### config.mk
export PLATFORM = sky130hd
export DESIGN_NAME = inst_fetch_queue
export DESIGN_NICKNAME = d
export VERILOG_FILES = /design/src/rtl/inst_fetch_queue.sv
export SDC_FILE = /design/constraint.sdc
export NUM_CORES = 1
export LEC_CHECK = 0
export BUFFER_PORTS_ARGS = -buffer_cell sky130_fd_sc_hd__buf_2
export CAP_MARGIN = 10
export CORE_ASPECT_RATIO = 1.4
export CORE_MARGIN = 1.5
export CORE_UTILIZATION = 35
export DETAILED_ROUTE_END_ITERATION = 10
export PLACE_DENSITY = 0.61
export SLEW_MARGIN = 20
export SYNTH_ARGS = -nofsm -noshare
export SYNTH_HDL_FRONTEND = slang
export SYNTH_SLANG_ARGS = --single-unit
### constraint.sdc
create_clock -name clock -period 3 [get_ports clock]
set_input_delay 0.6 -clock clock [delete_from_list [all_inputs] [get_ports clock]]
set_output_delay 0.6 -clock clock [all_outputs]
set_load 0.02 [all_outputs]
### src/rtl/inst_fetch_queue.sv
// inst_fetch_queue: circular FIFO of {pc, inst} entries between fetch and decode.
// Push on in_valid & in_ready, pop on out_valid & out_ready. Reads are combinational
// from the head entry, so a pushed instruction is visible to decode one cycle later.
// Optional macro IFQ_BYPASS_EN: while the queue is empty, the offered instruction is
// presented to decode combinationally and, if consumed, passes through unstored.
module inst_fetch_queue #(
  parameter int DEPTH = 4
) (
  input  logic                   clock,
  input  logic                   reset,
  input  logic                   flush,
  input  logic                   in_valid,
  output logic                   in_ready,
  input  logic [31:0]            in_pc,
  input  logic [31:0]            in_inst,
  output logic                   out_valid,
  input  logic                   out_ready,
  output logic [31:0]            out_pc,
  output logic [31:0]            out_inst,
  output logic [$clog2(DEPTH):0] count
);

  localparam int AW = $clog2(DEPTH);
  localparam int CW = AW + 1;
  localparam logic [CW-1:0] FULL_COUNT = CW'(DEPTH);

  typedef struct packed {
    logic [31:0] pc;
    logic [31:0] inst;
  } entry_t;

  entry_t        mem [DEPTH];
  entry_t        head;
  logic [AW-1:0] wr_ptr;
  logic [AW-1:0] rd_ptr;
  logic          empty;
  logic          full;
  logic          push;
  logic          pop;
  logic          pass_through;

  assign empty    = (count == '0);
  assign full     = (count == FULL_COUNT);
  assign head     = mem[rd_ptr];

  // Ready depends only on occupancy, so there is no combinational path from decode back to fetch.
  assign in_ready = !full;

`ifdef IFQ_BYPASS_EN
  // An empty queue hands a consumed instruction straight to decode instead of storing it.
  assign pass_through = empty & in_valid & out_ready & ~flush;
`else
  assign pass_through = 1'b0;
`endif

  assign push = in_valid & in_ready & ~pass_through;
  assign pop  = ~empty & out_ready;

  // Head presentation: the stored head entry, or the offered instruction when bypassing.
  always_comb begin
    // NOTE: every output gets a default first, so no path through this block infers a latch.
    out_valid = !empty;
    out_pc    = head.pc;
    out_inst  = head.inst;
`ifdef IFQ_BYPASS_EN
    if (empty) begin
      out_valid = in_valid & ~flush;
      out_pc    = in_pc;
      out_inst  = in_inst;
    end
`endif
  end

  // Entry storage written at the write pointer on every accepted push.
  always_ff @(posedge clock) begin
    // NOTE: storage is not reset; pointers and count alone decide which entries are live.
    if (push) begin
      mem[wr_ptr] <= '{pc: in_pc, inst: in_inst};
    end
  end

  // Pointers and occupancy; reset and flush both empty the queue and discard that cycle's push/pop.
  always_ff @(posedge clock) begin
    // NOTE: non-blocking assignments so every state update sees the pre-edge values.
    if (reset || flush) begin
      wr_ptr <= '0;
      rd_ptr <= '0;
      count  <= '0;
    end else begin
      // DEPTH is a power of two, so the pointers wrap from DEPTH-1 to 0 by natural overflow.
      if (push) wr_ptr <= wr_ptr + AW'(1);
      if (pop)  rd_ptr <= rd_ptr + AW'(1);
      case ({push, pop})
        2'b10:   count <= count + CW'(1);
        2'b01:   count <= count - CW'(1);
        default: count <= count;
      endcase
    end
  end

endmodule

==> reports/metrics.csv, run 1 <==
metric;value;unit
max_slew.worst_pin.slew;0.538;ns
core_area;27600;µm²
drc;0;
ios;138;
synth_area_per_cell;25.3;µm²
period_needed;2.66;ns
cts_buffers;25;
peakVddDrop;0.376;mV
regArea;7880;µm²
postRouteAntennaNets;0;
power.switching;1.56;mW
nNetsFinal;618;
p_int;6.19;mW
min_path_type;in2reg;
pwr-share-clk;40.5;%
via_per_inst;4.71;
total_power;7.75;mW
yosysUniqueCellTypes;26;
final_common_cell;edfxtp_1;
switching_share;20.1;%
placedCellCount;886;
yosysTopAreaCell;edfxtp_1;
relSlewSlack;64.1;%
numPortBuffers;137;
cp-start-kind;flop;
cp.arrival;2.06;ns
rsz0062_at_grt;false;
slew_viol_final;0;
routabilityCongestion;0.705;
nFillCells;2460;
worst_ep_required_time;2.40;ns
cts.path.max_buffers;3;
endpoint_kind;output port;
std_cell_rows;72;
fin_cells;930;
pwr-share-comb;5.6;%
seq_area_frac_synth;80.3;%
clkTransAtPathRegs;0.06;ns
setup_violations;0;
slowest_delay;0.66;ns
finalCritPeriodShare;88.7;%
cts-resized-gates;0;
pwr-share-seq;53.9;%
dieWidth;144;µm
cpMaxStageDelayCell;dfxtp_4;
dr.first_iter.drc_count;178;
multiInputGateArea;1750;µm²
wl;18.2;mm
max-cap-violations;0;
synth_seq_cells;265;
grt_pass1_vias;4969;
status;finished, final reports clean;
h-tree-depth;1;
critPathKind;reg2out;
dp.final_hpwl;11.2;mm
cts.hold.buffers_added;0;
final_cell_mix;edfxtp_1 (256), buf_2 (137), mux4_2 (60);
grt-ovfl-total;0;
drive_above_1_share;44.7;%
netlist_instances;387;
tritoncts;yes;
synth.area.top_cells;edfxtp_1 (78%), mux4_2 (14%), dfxtp_1 (1.8%);
antenna_found_initial;1;
grt_max_degree;37;
die-area;29000;µm²
grt_pass1_wl;28.2;mm
insertion_delay;0.51;ns
vias;4376;
ys_warn_count;0;
synthesis.nets;462;
p_leak;3.89;nW
initial_core_util;35.5;%
first_pass_iters;4;
tns;0;ns
die_h;201;µm
synth.top_cell.area_share;78.5;%
final_hold_viol_count;0;
track_usage;12.9;%
path_cells;buf_12 > mux4_2 > buf_2;
fin_worst_skew;0.0110;ns
synth_area;9790;µm²
postCtsSetupBuffers;0;
area_delta_synth_final;19.9;%
wl_per_cell;19.6;µm
fmax;376;MHz
utilization;42.6;%
root_buffer;clkbuf_16;
path_max_fanout;34;
powerDensity;660;nW/µm²
cts.sinks;265;
-- worst max-delay path, delay by kind of cell (launching register included) --
family / cells / cell delay [ns]
flops: 1 / 0.66
buf+inv: 2 / 0.47
mux: 1 / 0.37
-- through the flow --
step	cell area, µm²	worst slack, ns	hold slack, ns
floorplan	9790	0.114	0.471
global placement	10900	0.752	0.492
detailed placement	10900	0.681	0.504
CTS	11700	0.272	0.276
global route	11700	0.231	0.276
finish	11700	0.340	0.301
-- area by class of cell --
class / instances / area share, %
Antenna cell: 1 / 0.0213
Clock buffer: 28 / 5.42
Clock inverter: 15 / 1.51
Inverter: 5 / 0.160
Multi-Input combinational cell: 101 / 14.9
Sequential cell: 265 / 67.0
Tap cell: 370 / 3.94
Timing Repair Buffer: 145 / 6.99
-- logic make-up after synthesis --
family	Yosys count	share of synthesized area, %
adders and majority gates	6	0.843
DFF	265	80.3
muxes	66	15.1
xor gates and xnor gates	4	0.358
AOI/OAI and AO/OA	5	0.332
and+or+nand+nor	20	1.07
buffers and inverters	21	1.98
-- cells in the mapped netlist (all sizes together) --
cell type,n
and3,4
o21ai,1
or3b,1
nand2,5
mux4,64
or3,2
buf,14
xor2,3
o31a,1
fa,1
dfxtp,9
nor2,7
or2,1
a21oi,2
inv,5
xnor2,1
o311ai,1
clkbuf,2
mux2i,2
edfxtp,256
ha,5
-- flip-flops by register name, indices dropped and copies added, names as in the netlist, named ones only --
| signal | count |
|---|---|
| rd_ptr | 2 |
| mem | 256 |
| wr_ptr | 2 |
| count | 3 |
-- worst paths after layout --
| kind | from | to | slack (ns) | cells after the start |
|---|---|---|---|---|
| setup / recovery | flop | out_inst[22] | 0.34 | 3 |
| hold / removal | in_pc[5] | mem[2][37] | 0.30 | 1 |
| setup reg to reg | count[2] | count[2] | 0.65 | 8 |
| hold reg to reg | wr_ptr[0] | wr_ptr[0] | 0.51 | 2 |
-- power by group through the flow --
stage / Combinational, mW / Clock [mW] / Sequential (mW)
after floorplan: 0.251 / 0 / 4.26
after global placement: 0.432 / 0 / 4.25
after detailed placement: 0.444 / 0 / 4.26
after CTS: 0.445 / 3.23 / 4.18
after global routing: 0.471 / 3.36 / 4.19
final: 0.434 / 3.14 / 4.18
-- layer usage --
metal	global-route usage (%)	part of all wire, %	up-vias
met5	0	0	-
met3	2.34	4.6	35
met2	23.6	55	108
met4	4.58	3.1	0
li1	-	-	1955
met1	14.8	38	2278
No activity file was read; power rests on OpenSTA's default activity.
==> run 2: changes to the inputs <==
Settings changed: PLACE_DENSITY 0.61 to 0.63.
Clock period 3 ns to 2.4 ns, I/O delays scaled along.
==> run 2 against run 1 <==
Against the previous run:
- clock power rose by 29%
- critical path type unchanged
- clock skew shrank 0.0016 ns
- largest cell class unchanged
- utilization grew 1.8 points
- combinational power rose by 43%
==> reports/metrics.csv, run 2 (synthesis gave the netlist of run 1 again) <==
metric;value;unit;change
critPathKind;reg2out;;
dp.final_hpwl;11.6;mm;+3.3%
cts.path.max_buffers;3;;unchanged
slew_viol_final;0;;unchanged
clkTransAtPathRegs;0.06;ns;about the same
cts_buffers;26;;+4.0%
cpMaxStageDelayCell;mux4_2;;
placedCellCount;893;;+0.79%
finalCritPeriodShare;98.9;%;
powerDensity;807;nW/µm²;+22%
via_per_inst;4.73;;+0.44%
initial_core_util;35.5;%;unchanged
fin_cells;953;;+2.5%
grt_max_degree;36;;-2.7%
grt_pass1_wl;28.9;mm;+2.2%
max_slew.worst_pin.slew;0.564;ns;+0.0258 ns
largest_reg_flops;256;;unchanged
min_path_type;in2reg;;
path_max_fanout;7;;-79%
status;finished, final reports clean;;
track_usage;13.5;%;+0.62 points
whs;0.163;ns;-0.138 ns
wl_per_cell;20.0;µm;+2.1%
path_cells;buf_6 > buf_12 > mux4_2 > buf_2;;
wl;19.1;mm;+4.6%
die-area;29000;µm²;unchanged
root_buffer;clkbuf_16;;
p_leak;4.09;nW;+5.2%
regMostFlops;mem;;
ios;138;;unchanged
fin_worst_skew;0.00935;ns;-0.00163 ns
utilization;44.4;%;+1.8 points
die_h;201;µm;unchanged
final.setup.worst_slack;0.0264;ns;-0.314 ns
endpoint_kind;output port;;
multiInputGateArea;1740;µm²;-0.86%
drc;0;;unchanged
std_cell_rows;72;;unchanged
final_cell_mix;edfxtp_1 (256), buf_2 (102), mux4_2 (64);;
setup_violations;0;;unchanged
nFillCells;2368;;-3.7%
cp.arrival;1.89;ns;-0.17 ns
postRouteAntennaNets;0;;unchanged
slowest_delay;0.52;ns;-0.14 ns
max-cap-violations;0;;unchanged
worst_ep_required_time;1.92;ns;-0.48 ns
regArea;7880;µm²;about the same
cts.hold.buffers_added;0;;unchanged
dr.first_iter.drc_count;198;;+11%
fmax;421;MHz;
rsz0062_at_grt;true;;
grt_pass1_vias;5009;;+0.80%
peakVddDrop;0.463;mV;+23%
top_regs;mem: 256 flops, count: 3 flops;;
h-tree-depth;1;;unchanged
final_hold_viol_count;0;;unchanged
post_dp_cell_area;11000;µm²;+1.1%
cts.sinks;265;;unchanged
drive_above_1_share;47.7;%;+3.0 points
core_area;27600;µm²;unchanged
insertion_delay;0.53;ns;+0.02 ns
first_pass_iters;6;;+2
area_delta_synth_final;25.1;%;
nNetsFinal;636;;+2.9%
numPortBuffers;137;;unchanged
dp_worst_setup_slack;0.170;ns;-0.511 ns
cp-start-kind;flop;;
antenna_found_initial;5;;+4
period_needed;2.37;ns;
dieWidth;144;µm;unchanged
vias;4504;;+2.9%
routabilityCongestion;0.706;;+0.23%
relSlewSlack;62.4;%;-1.7 points
final_common_cell;edfxtp_1;;
fin_area;12200;µm²;+4.3%
grt-ovfl-total;0;;unchanged
tritoncts;yes;;
run 2: per-layer routing:
layer	GRT usage (%)	routed length, µm
met1	15.7	7300
met2	24.0	10300
met3	2.70	876
met4	5.48	576
met5	0	38
run 2: final timing paths:
path	startpoint	end	slack [ns]	cells after the start
max	flop	out_inst[1]	0.03	4
min	in_pc[5]	mem[2][37]	0.16	1
max reg2reg	count[0]	count[2]	0.15	8
min reg2reg	wr_ptr[1]	wr_ptr[1]	0.50	2
run 2: timing repair:
item / CTS / global route
buffers inserted: 9 / 0
gates resized for setup: 38 / 38
cloned: 3 / 1
endpoints found under the setup margin: 59 / 60
endpoints found under the hold margin: 0 / 0
run 2: critical path, delay by kind of cell, from the launching register on:
kind	cells	cell delay (ns)
flip-flops	1	0.37
buffers and inverters	3	0.46
multiplexers	1	0.52
run 2: final cells by class:
class | count | share of cell area (%)
clock inverters | 19 | 1.45
well taps | 370 | 3.78
inverters | 5 | 0.153
multi-input cells | 101 | 14.2
clock buffers | 29 | 5.58
diodes | 2 | 0.0409
repair buffers | 162 | 10.5
flip-flops and latches | 265 | 64.3
run 2: where the power goes:
group	switching, mW	internal [mW]
Sequential	0.0282	5.20
Combinational	0.342	0.280
Clock	1.66	2.38
run 2: through the flow:
| step | total power, mW | setup TNS (ns) |
|---|---|---|
| after floorplan | 5.64 | 0 |
| after global placement | 5.86 | 0 |
| after detailed placement | 5.89 | 0 |
| after CTS | 9.99 | -1.01 |
| after global routing | 10.2 | -0.598 |
| final | 9.88 | 0 |
